**config.mk**
```make
export PLATFORM = sky130hd
export DESIGN_NAME = control_sequencer
export DESIGN_NICKNAME = d
export VERILOG_FILES = /design/src/rtl/control_sequencer.sv
export SDC_FILE = /design/constraint.sdc
export NUM_CORES = 1
export LEC_CHECK = 0
export CORE_UTILIZATION = 45
export DETAILED_ROUTE_END_ITERATION = 7
export PLACE_DENSITY = 0.8
export SYNTH_ARGS = -nofsm -noshare
export SYNTH_HDL_FRONTEND = slang
export SYNTH_SLANG_ARGS = --single-unit
```
**constraint.sdc**
```tcl
create_clock -name clock -period 2.5 [get_ports clock]
set_input_delay 0.75 -clock clock [delete_from_list [all_inputs] [get_ports clock]]
set_output_delay 0.75 -clock clock [all_outputs]
set_load 0.01 [all_outputs]
```
**src/rtl/control_sequencer.sv**
```systemverilog
// control_sequencer: multi-cycle fetch/decode/execute controller for the
// accumulator machine. It reads IR and ACC and drives every register
// enable, datapath select, ALU opcode and the memory write strobe.
// All outputs are Moore outputs. They are registered from the next state, so
// each output is valid for the whole state it belongs to. The target register
// captures on the edge that ends that state.
module control_sequencer #(
  parameter int READ_WAIT = 1,
  parameter int ADDR_W    = 12
) (
  input  logic        clock,
  input  logic        reset,
  input  logic        run,
  input  logic [15:0] ir,
  input  logic [15:0] acc,
  output logic        write_mar,
  output logic        mar_sel,
  output logic        write_ir,
  output logic        write_mbr,
  output logic        mbr_sel,
  output logic        write_acc,
  output logic [1:0]  acc_sel,
  output logic [3:0]  alu_opcode,
  output logic        write_pc,
  output logic        pc_sel,
  output logic        mem_write,
  output logic        halted,
  output logic        illegal,
  output logic [15:0] retired
);

  // Wait counter counts down from READ_WAIT-1 to zero inside a wait state.
  localparam int CNT_W = (READ_WAIT > 1) ? $clog2(READ_WAIT) : 1;
  localparam logic [CNT_W-1:0] WAIT_LOAD = CNT_W'(READ_WAIT - 1);
  // Skip condition lives in the top two bits of the address field.
  localparam int COND_HI = ADDR_W - 1;

  localparam logic [3:0] OP_LOAD  = 4'h1;
  localparam logic [3:0] OP_STORE = 4'h2;
  localparam logic [3:0] OP_ADD   = 4'h3;
  localparam logic [3:0] OP_SUBT  = 4'h4;
  localparam logic [3:0] OP_HALT  = 4'h7;
  localparam logic [3:0] OP_SKIP  = 4'h8;
  localparam logic [3:0] OP_JUMP  = 4'h9;
  localparam logic [3:0] OP_CLEAR = 4'hA;

  typedef enum logic [3:0] {
    S_IDLE, S_F_ADDR, S_F_WAIT, S_F_IR, S_DECODE,
    S_E_ADDR, S_E_WAIT, S_E_MBR, S_E_ACC,
    S_S_ADDR, S_S_MBR, S_S_WR,
    S_E_JMP, S_E_SKIP, S_E_CLR, S_HALT
  } state_t;

  typedef struct packed {
    logic       write_mar;
    logic       mar_sel;
    logic       write_ir;
    logic       write_mbr;
    logic       mbr_sel;
    logic       write_acc;
    logic [1:0] acc_sel;
    logic [3:0] alu_opcode;
    logic       write_pc;
    logic       pc_sel;
    logic       mem_write;
    logic       halted;
  } ctl_t;

  state_t           state_reg, state_next;
  logic [CNT_W-1:0] wait_cnt_reg;
  ctl_t             ctl_reg, ctl_next;
  logic [15:0]      retired_reg;
  logic             illegal_reg;

  logic [3:0] opcode;
  logic       opcode_legal;
  logic       skip_taken;
  logic       entering_wait;
  logic       retire_now;
  logic       unused_addr_bits;

  assign opcode = ir[15:12];
  // The low address bits only matter to the datapath, not to sequencing.
  assign unused_addr_bits = ^ir[COND_HI-2:0];

  // Classify the opcode and evaluate the SKIPCOND test against ACC.
  always_comb begin
    opcode_legal = 1'b0;
    case (opcode)
      OP_LOAD, OP_STORE, OP_ADD, OP_SUBT,
      OP_HALT, OP_SKIP, OP_JUMP, OP_CLEAR: opcode_legal = 1'b1;
      default:                             opcode_legal = 1'b0;
    endcase
    skip_taken = 1'b0;
    case (ir[COND_HI -: 2])
      2'b00:   skip_taken = acc[15];
      2'b01:   skip_taken = (acc == 16'h0000);
      2'b10:   skip_taken = !acc[15] && (acc != 16'h0000);
      default: skip_taken = 1'b0;
    endcase
  end

  // Next-state selection for the instruction cycle.
  always_comb begin
    state_next = state_reg;
    case (state_reg)
      S_IDLE:   if (run) state_next = S_F_ADDR;
      S_F_ADDR: state_next = S_F_WAIT;
      S_F_WAIT: if (wait_cnt_reg == '0) state_next = S_F_IR;
      S_F_IR:   state_next = S_DECODE;
      S_DECODE: begin
        case (opcode)
          OP_LOAD, OP_ADD, OP_SUBT: state_next = S_E_ADDR;
          OP_STORE:                 state_next = S_S_ADDR;
          OP_JUMP:                  state_next = S_E_JMP;
          OP_SKIP:                  state_next = S_E_SKIP;
          OP_CLEAR:                 state_next = S_E_CLR;
          default:                  state_next = S_HALT;
        endcase
      end
      S_E_ADDR: state_next = S_E_WAIT;
      S_E_WAIT: if (wait_cnt_reg == '0) state_next = S_E_MBR;
      S_E_MBR:  state_next = S_E_ACC;
      S_E_ACC:  state_next = S_F_ADDR;
      S_S_ADDR: state_next = S_S_MBR;
      S_S_MBR:  state_next = S_S_WR;
      S_S_WR:   state_next = S_F_ADDR;
      S_E_JMP, S_E_SKIP, S_E_CLR: state_next = S_F_ADDR;
      S_HALT:   state_next = S_HALT;
      default:  state_next = S_IDLE;
    endcase
  end

  // Decode the control word for the state being entered, so it is registered
  // and stable throughout that state. IR and ACC do not change between the
  // decision and the state that uses it.
  always_comb begin
    ctl_next = '0;
    case (state_next)
      S_F_ADDR: ctl_next.write_mar = 1'b1;
      S_F_IR: begin
        ctl_next.write_ir = 1'b1;
        ctl_next.write_pc = 1'b1;
      end
      S_E_ADDR, S_S_ADDR: begin
        ctl_next.write_mar = 1'b1;
        ctl_next.mar_sel   = 1'b1;
      end
      S_E_MBR: ctl_next.write_mbr = 1'b1;
      S_E_ACC: begin
        ctl_next.write_acc = 1'b1;
        if (opcode == OP_LOAD) ctl_next.acc_sel = 2'b01;
        if (opcode == OP_SUBT) ctl_next.alu_opcode = 4'b0001;
      end
      S_S_MBR: begin
        ctl_next.write_mbr = 1'b1;
        ctl_next.mbr_sel   = 1'b1;
      end
      S_S_WR: ctl_next.mem_write = 1'b1;
      S_E_JMP: begin
        ctl_next.write_pc = 1'b1;
        ctl_next.pc_sel   = 1'b1;
      end
      S_E_SKIP: ctl_next.write_pc = skip_taken;
      S_E_CLR: begin
        ctl_next.write_acc = 1'b1;
        ctl_next.acc_sel   = 2'b10;
      end
      S_HALT: ctl_next.halted = 1'b1;
      default: ;
    endcase
  end

  // A wait counter load happens on entry to either read-wait state.
  assign entering_wait = ((state_next == S_F_WAIT) && (state_reg != S_F_WAIT)) ||
                         ((state_next == S_E_WAIT) && (state_reg != S_E_WAIT));

  // An instruction retires in its last cycle; HALT retires on entry to HALT.
  assign retire_now = ((state_next == S_F_ADDR) && (state_reg != S_IDLE)) ||
                      ((state_reg == S_DECODE) && (opcode == OP_HALT));

  // State, wait counter, control word, retire count and sticky illegal flag.
  always_ff @(posedge clock) begin
    if (reset) begin
      state_reg    <= S_IDLE;
      wait_cnt_reg <= '0;
      ctl_reg      <= '0;
      retired_reg  <= 16'h0000;
      illegal_reg  <= 1'b0;
    end else begin
      state_reg <= state_next;
      ctl_reg   <= ctl_next;
      if (entering_wait) begin
        wait_cnt_reg <= WAIT_LOAD;
      end else if (wait_cnt_reg != '0) begin
        wait_cnt_reg <= wait_cnt_reg - CNT_W'(1);
      end
      if (retire_now) begin
        retired_reg <= retired_reg + 16'h0001;
      end
      if ((state_reg == S_DECODE) && !opcode_legal) begin
        illegal_reg <= 1'b1;
      end
    end
  end

  // Strobes are masked by reset so a write already in flight (e.g. in S_WR)
  // never reaches the memory in the cycle reset is asserted.
  assign write_mar  = ctl_reg.write_mar & ~reset;
  assign write_ir   = ctl_reg.write_ir  & ~reset;
  assign write_mbr  = ctl_reg.write_mbr & ~reset;
  assign write_acc  = ctl_reg.write_acc & ~reset;
  assign write_pc   = ctl_reg.write_pc  & ~reset;
  assign mem_write  = ctl_reg.mem_write & ~reset;
  assign mar_sel    = ctl_reg.mar_sel;
  assign mbr_sel    = ctl_reg.mbr_sel;
  assign acc_sel    = ctl_reg.acc_sel;
  assign alu_opcode = ctl_reg.alu_opcode;
  assign pc_sel     = ctl_reg.pc_sel;
  assign halted     = ctl_reg.halted;
  assign illegal    = illegal_reg;
  assign retired    = retired_reg;

endmodule

```
== Yosys cells after proc, flatten, opt, wreduce, memory -nomap -nowiden ==
Memories as Yosys holds them, arrays and structs flattened.
Index checks and enable logic that the tools add are counted.

* Bits in registers: 38
* Memory bits (read-only): 16
* Input bits: 35
* Output and inout port bits: 33
* Word-level logic and storage cells: 110
* Memories: 1

* Add/subtract/negate cells: 2
* Eq/ne operators: 41
* Muxes and demuxes: 18
* Bitwise operators: 9
* Reductions and logical operators: 23

{| class="wikitable"
|+ Memories
! name !! words !! bits a word !! read ports !! clocked after memory_dff !! wr ports !! line !! RTL
|-
| (name not given) || 16 || 1 || 1 || 0 || 0 || 89 || <nowiki>case (opcode)</nowiki>
|}

{| class="wikitable"
|+ Operator list
! operator !! count
|-
| == test 4 bit (second input constant) || 19
|-
| case mux 4 bit (12 select lines) || 1
|-
| == test 4 x 3 -> 1 bit (second input constant) || 9
|-
| == test 4 x 2 -> 1 bit (second input constant) || 6
|-
| case mux 4 bit (5 select lines) || 1
|-
| adder 16 x 1 -> 16 bit (second input constant) || 1
|-
| zero test 16 bit || 1
|-
| nonzero test 16 bit || 1
|-
| == test 4 x 1 -> 1 bit (second input constant) || 3
|-
| 2-to-1 mux 4 bit || 3
|-
| 2-to-1 mux 1 bit || 10
|-
| OR reduction 3 bit || 3
|-
| OR reduction 2 bit || 4
|-
| AND 1 bit || 6
|-
| logical AND 1 bit || 6
|-
| case mux 3 bit (2 select lines) || 1
|-
| OR reduction 5 bit || 1
|-
| zero test 4 bit || 1
|-
| inequality test 4 x 2 -> 1 bit (second input constant) || 1
|-
| inequality test 4 x 3 -> 1 bit (second input constant) || 1
|-
| nonzero test 4 bit || 1
|-
| NOT 1 bit || 3
|-
| case mux 1 bit (3 select lines) || 1
|-
| == test 2 x 1 -> 1 bit (second input constant) || 1
|-
| 6 further kinds || 8
|}

== Logic depth before layout (Yosys ltp) ==
* Depth after elaboration: 8
* Depth in mapped cells: 9
* Mapped depth without buffers: 9

== Worst setup path before layout ==
OpenSTA, ideal clock, no wires.

* Path kind: input to register
* Start point: in ir[12]
* End point: reg ctl_reg[3] (netlist name)
* Library setup time: 0.116 ns
* Data arrival time: 2.208 ns
* Required time: 2.384 ns
* Setup slack: 0.177 ns
* Stages on the path: 8
* Cells stage by stage: inv_1 ha_1 o21ai_0 nor4_1 a221oi_4 inv_2 a211o_1 a31o_1

* Cells in the longest elaborated chain, start to end: 7

{| class="wikitable"
|+ Ends and longest elaborated chain
! element !! line !! RTL
|-
| start: declaration || 14 || <nowiki>input logic [15:0] ir,</nowiki>
|-
| == test 4 x 1 -> 1 bit, or another cell as far along || 112 || <nowiki>case (opcode)</nowiki>
|-
| OR reduction 3 bit || 112 ||
|-
| case mux 4 bit (5 select lines) * || 112 ||
|-
| case mux 4 bit (12 select lines) * || 106 || <nowiki>case (state_reg)</nowiki>
|-
| == test 4 bit or == test 4 x 2 -> 1 bit (tied branches) || 139 || <nowiki>case (state_next)</nowiki>
|-
| OR reduction 2 bit (no line) || -- ||
|-
| case mux 1 bit (2 select lines) * || 139 ||
|-
| end signal: assignment || 192 || <nowiki>ctl_reg <= ctl_next;</nowiki>
|-
| end: declaration || 71 || <nowiki>ctl_t ctl_reg, ctl_next;</nowiki>
|}

Every way passes the cells marked *; elsewhere a longest branch is shown, timed or not.
A chain may end at the register's enable or synchronous reset.

== Final worst setup path ==
* Start point: in ir[13]
* End point: reg ctl_reg[13] (netlist name)

* Cells in the longest elaborated chain, start to end: 6

{| class="wikitable"
|+ Ends and longest elaborated chain
! element !! line
|-
| == test 4 x 1 -> 1 bit, or another cell as far along || 112
|-
| OR reduction 3 bit || 112
|-
| case mux 4 bit (5 select lines) * || 112
|-
| case mux 4 bit (12 select lines) * || 106
|-
| == test 4 x 2 -> 1 bit * || 139
|-
| 2-to-1 mux 1 bit * || 139
|}

Marked as above.

==> report_table.html <==
<table>
<tr><th>Metric</th><th>Value</th></tr>
<tr><th colspan="2">Route</th></tr>
<tr><td>Routed vias</td><td>1839</td></tr>
<tr><td>Top routing layer in use</td><td>met4</td></tr>
<tr><td>Drt pass-1 iters</td><td>4</td></tr>
<tr><td>Met2 wire length</td><td>2210 um</td></tr>
<tr><td>Detailed route wirelength on metal3</td><td>157 um</td></tr>
<tr><td>Count of nets left with antenna violations after detail routing</td><td>0</td></tr>
<tr><td>Met1 wire length</td><td>2080 um</td></tr>
<tr><td>Number of vias per cell after detailed routing</td><td>5.33</td></tr>
<tr><td>Initial DRC Count</td><td>110</td></tr>
<tr><td>DR WL/cell</td><td>13.1 um</td></tr>
<tr><td>Aggregate routed wire length</td><td>4530 um</td></tr>
<tr><td>DRC</td><td>0</td></tr>
<tr><th colspan="2">Hold path</th></tr>
<tr><td>Hold Crit Depth</td><td>2</td></tr>
<tr><td>Endpoint of the worst hold path</td><td>retired[14]$_SDFFE_PP0P_</td></tr>
<tr><td>Hold/Removal Path Class</td><td>flop to flop</td></tr>
<tr><td>Worst Hold Launch</td><td>retired[14]$_SDFFE_PP0P_</td></tr>
<tr><th colspan="2">Critical path</th></tr>
<tr><td>Crit path max fanout</td><td>4</td></tr>
<tr><td>Worst-path cell chain</td><td>dlygate4sd2_1 -&gt; inv_1 -&gt; ha_1 -&gt; buf_4 -&gt; nor2_1 -&gt; o31a_1 -&gt; o21ai_1 -&gt; a22oi_1 -&gt; nor3_2 -&gt; buf_4</td></tr>
<tr><td>Endpoint type of the worst setup path</td><td>flop</td></tr>
<tr><td>FF-to-FF path depth</td><td>7</td></tr>
<tr><td>Launch point of the worst reg-to-reg path</td><td>state_reg[0]$_SDFF_PP0_</td></tr>
<tr><td>FF-to-FF End</td><td>retired[13]$_SDFFE_PP0P_</td></tr>
<tr><td>Crit-path slowest cell</td><td>sky130_fd_sc_hd__nor3_2</td></tr>
<tr><td>Worst stage delay on the critical path</td><td>0.29 ns</td></tr>
<tr><td>Data required time at the worst endpoint</td><td>2.74 ns</td></tr>
<tr><td>R2R Setup Slk</td><td>0.42 ns</td></tr>
<tr><td>Launching element type of the critical path</td><td>input pin</td></tr>
<tr><td>Cell occurring most often along the worst timing path</td><td>sky130_fd_sc_hd__buf_4</td></tr>
<tr><td>CP Class</td><td>input pin to flop</td></tr>
<tr><td>WP data arrival</td><td>2.61 ns</td></tr>
<tr><th colspan="2">STA</th></tr>
<tr><td>Crit path time final</td><td>2.37 ns</td></tr>
<tr><td>Highest attainable clock frequency</td><td>422 MHz</td></tr>
<tr><td>Setup violations, final</td><td>0</td></tr>
<tr><td>Total count of max-transition violations in the final report</td><td>0</td></tr>
<tr><td>Period utilization</td><td>94.7%</td></tr>
<tr><td>Final Hold Fails</td><td>0</td></tr>
<tr><td>RSZ-0062 raised after global routing</td><td>false</td></tr>
<tr><td>Skew final</td><td>0.00548 ns</td></tr>
<tr><th colspan="2">Clocking</th></tr>
<tr><td>Buffer levels on the longest clock path</td><td>2</td></tr>
<tr><td>H-tree depth</td><td>2</td></tr>
<tr><td>Clock tree from TritonCTS</td><td>yes</td></tr>
<tr><td>Root Buffer Master</td><td>sky130_fd_sc_hd__clkbuf_8</td></tr>
<tr><td>Clock slew at the register clock pins of the worst setup and hold paths</td><td>0.07 ns</td></tr>
<tr><td>Cts bufs inserted</td><td>5</td></tr>
<tr><td>Later-pin clock latency in the skew report</td><td>0.29 ns</td></tr>
<tr><td>Sinks on the clock net</td><td>35</td></tr>
<tr><th colspan="2">Yosys</th></tr>
<tr><td>Syn. warnings</td><td>0</td></tr>
<tr><td>Number of synthesized register bits</td><td>35</td></tr>
<tr><td>Synth Flop Type</td><td>sky130_fd_sc_hd__dfxtp_1</td></tr>
<tr><td>Count of distinct cell types in the synthesized netlist</td><td>51</td></tr>
<tr><td>Number of enable-type register cells in the synthesized netlist</td><td>0</td></tr>
<tr><td>Share of synthesized area occupied by flip-flops and latches</td><td>36.3%</td></tr>
<tr><td>Synthesized netlist cell count</td><td>223</td></tr>
<tr><td>Average instance area after synthesis</td><td>8.65 um^2</td></tr>
<tr><td>Share of synthesized registers carrying an async set or reset</td><td>0%</td></tr>
<tr><td>Netlist area before placement</td><td>1930 um^2</td></tr>
<tr><th colspan="2">Final layout</th></tr>
<tr><td>Number of diodes</td><td>0</td></tr>
<tr><td>Post-layout instance area</td><td>2780 um^2</td></tr>
<tr><td>Layout-stage area growth over the synthesis result</td><td>44.2%</td></tr>
<tr><td>Fraction of final layout cells with drive strength greater than 1</td><td>14.6%</td></tr>
<tr><td>Fill count</td><td>322</td></tr>
<tr><td>Number of flip-flops in the largest register</td><td>16</td></tr>
<tr><td>Final net count</td><td>335</td></tr>
<tr><th colspan="2">Pwr</th></tr>
<tr><td>Leakage</td><td>1.13 nW</td></tr>
<tr><td>VDD IR-drop max</td><td>364 uV</td></tr>
<tr><td>Power density over the cells</td><td>554 nW/um^2</td></tr>
<tr><td>Post-route total power</td><td>1.54 mW</td></tr>
<tr><th colspan="2">Placed design</th></tr>
<tr><td>Buffers added on ports</td><td>54</td></tr>
<tr><td>Weighted congestion at the end of routability-driven global placement</td><td>0.816</td></tr>
<tr><td>Cell Area, Placed</td><td>2610 um^2</td></tr>
<tr><td>DP Wirelength</td><td>3170 um</td></tr>
<tr><th colspan="2">Die</th></tr>
<tr><td>Starting Density</td><td>47.5%</td></tr>
<tr><td>Floorplan core area</td><td>4060 um^2</td></tr>
<tr><td>Number of I/O pins</td><td>68</td></tr>
<tr><td>Die H</td><td>67.5 um</td></tr>
<tr><td>Die Outline Area</td><td>4550 um^2</td></tr>
<tr><td>Die X</td><td>67.5 um</td></tr>
<tr><td>Row count</td><td>23</td></tr>
<tr><th colspan="2">GRT</th></tr>
<tr><td>Via count of the first global-routing pass</td><td>1609</td></tr>
<tr><td>Overall Global Routing Usage</td><td>21.3%</td></tr>
<tr><td>Grt total ovfl</td><td>0</td></tr>
<tr><td>First-pass GRT wire length</td><td>7210 um</td></tr>
<tr><td>Number of antenna violations at the first check in global routing</td><td>0</td></tr>
<tr><td>Maximum number of pins on one net before global-route repair</td><td>24</td></tr>
<tr><th colspan="2">Job</th></tr>
<tr><td>Maximum capacitance violations</td><td>0</td></tr>
<tr><th colspan="2">Status</th></tr>
<tr><td>Run status</td><td>complete, no violations</td></tr>
</table>
report_power, final:
part	switching (mW)	total (mW)	internal, mW
combinational	0.189	0.382	0.193
clock	0.214	0.537	0.323
sequential	0.0391	0.624	0.585
cell type report:
class                   instances  area (um^2)  share of cell area [%]
clock buffers                   6         82.6                    2.97
flip-flops and latches         35          701                    25.2
inverters                       7         26.3                   0.944
repair buffers                 77          714                    25.7
clock inverters                 2         35.0                    1.26
well taps                      50         62.6                    2.25
multi-input cells             168         1160                    41.7
synth_stat cells (3+ instances only):
master	count	area share, %
sky130_fd_sc_hd__nand4_1	3	0.97
sky130_fd_sc_hd__or4_1	3	1.2
sky130_fd_sc_hd__clkbuf_1	3	0.58
sky130_fd_sc_hd__or3_1	3	0.97
sky130_fd_sc_hd__o31ai_1	4	1.6
sky130_fd_sc_hd__a21oi_1	15	3.9
sky130_fd_sc_hd__o211ai_1	3	1.2
sky130_fd_sc_hd__nor4_1	5	1.6
sky130_fd_sc_hd__buf_2	4	1.0
sky130_fd_sc_hd__o21ai_0	11	2.9
sky130_fd_sc_hd__dfxtp_1	35	36
sky130_fd_sc_hd__ha_1	6	3.9
sky130_fd_sc_hd__buf_4	8	3.1
sky130_fd_sc_hd__xor2_1	6	2.7
sky130_fd_sc_hd__nor2b_1	11	3.6
sky130_fd_sc_hd__nor2_1	24	4.7
sky130_fd_sc_hd__mux2i_1	6	3.1
sky130_fd_sc_hd__nand2b_1	5	1.6
sky130_fd_sc_hd__o2111ai_1	4	1.8
sky130_fd_sc_hd__inv_1	6	1.2
sky130_fd_sc_hd__and3_1	5	1.6
sky130_fd_sc_hd__nor3_1	5	1.3
sky130_fd_sc_hd__nand2_1	11	2.1
layer usage:
metal  up-vias  track usage, %
met1       856            26.7
met3         7            5.57
met4         0            9.84
li1        937               -
met2        39            33.7
met5         -               0
stage by stage:
step	cells	hold slack [ns]	setup WS [ns]	utilization, %	setup TNS, ns
3_5_place_dp	336	0.468	-0.519	64.2	-10.71
3_3_place_gp	336	0.457	-0.454	64.2	-9.46
2_1_floorplan	226	0.503	0.177	-	0
5_1_grt	345	0.510	0.00912	68.6	0
6_report	345	0.499	0.132	68.6	0
4_1_cts	345	0.484	0.00151	68.1	0
cell usage in the layout, fill, tap and decap left out, types with 6 or more instances in the layout:
master | synthesis | routed
sky130_fd_sc_hd__nor2_1 | 24 | 24
sky130_fd_sc_hd__buf_4 | 8 | 23
sky130_fd_sc_hd__dfxtp_1 | 35 | 35
sky130_fd_sc_hd__clkbuf_8 | 0 | 6
sky130_fd_sc_hd__nor2b_1 | 11 | 11
sky130_fd_sc_hd__inv_1 | 6 | 6
sky130_fd_sc_hd__mux2i_1 | 6 | 6
sky130_fd_sc_hd__a21oi_1 | 15 | 14
sky130_fd_sc_hd__o21ai_0 | 11 | 9
sky130_fd_sc_hd__xor2_1 | 6 | 6
sky130_fd_sc_hd__nand2_1 | 11 | 11
sky130_fd_sc_hd__clkdlybuf4s50_1 | 0 | 43
sky130_fd_sc_hd__dlygate4sd2_1 | 0 | 7
critical path: cells and delay by family:
family	cells	cell delay (ns)
buffers and inverters	4	0.66
AOI/OAI and AO/OA	3	0.60
and+or+nand+nor	2	0.32
adders and majority gates	1	0.27
cell families after synthesis:
logic type | Yosys count | share of synthesized area [%]
AO/OA/AOI/OAI | 53 | 19.6
XOR/XNOR | 8 | 3.63
adder cells (fa/ha/maj) | 6 | 3.89
buffers and inverters | 23 | 6.68
flip-flops | 35 | 36.3
multiplexers | 6 | 3.11
other | 1 | 0.194
AND/OR/NAND/NOR | 91 | 26.6
what timing repair did:
item,in CTS,in global routing
pin swaps,5,0
hold endpoints to repair,0,0
setup endpoints to repair,20,10
hold buffers,0,0
setup buffers,1,0
gates resized for setup,16,6
worst max path at each step:
stage	startpoint	end	slack, ns	cells past startpoint
after floorplan	ir[12]	ctl_reg[3]$_SDFF_PP0_	0.18	8
after global placement	ir[13]	alu_opcode[0]$_SDFF_PP0_	-0.45	9
after detailed placement	ir[13]	alu_opcode[0]$_SDFF_PP0_	-0.52	9
after CTS	reset	write_ir	0.002	3
after global routing	ir[13]	ctl_reg[13]$_SDFF_PP0_	0.009	10
final	ir[13]	ctl_reg[13]$_SDFF_PP0_	0.13	10
(Power assumes the default switching activity.)
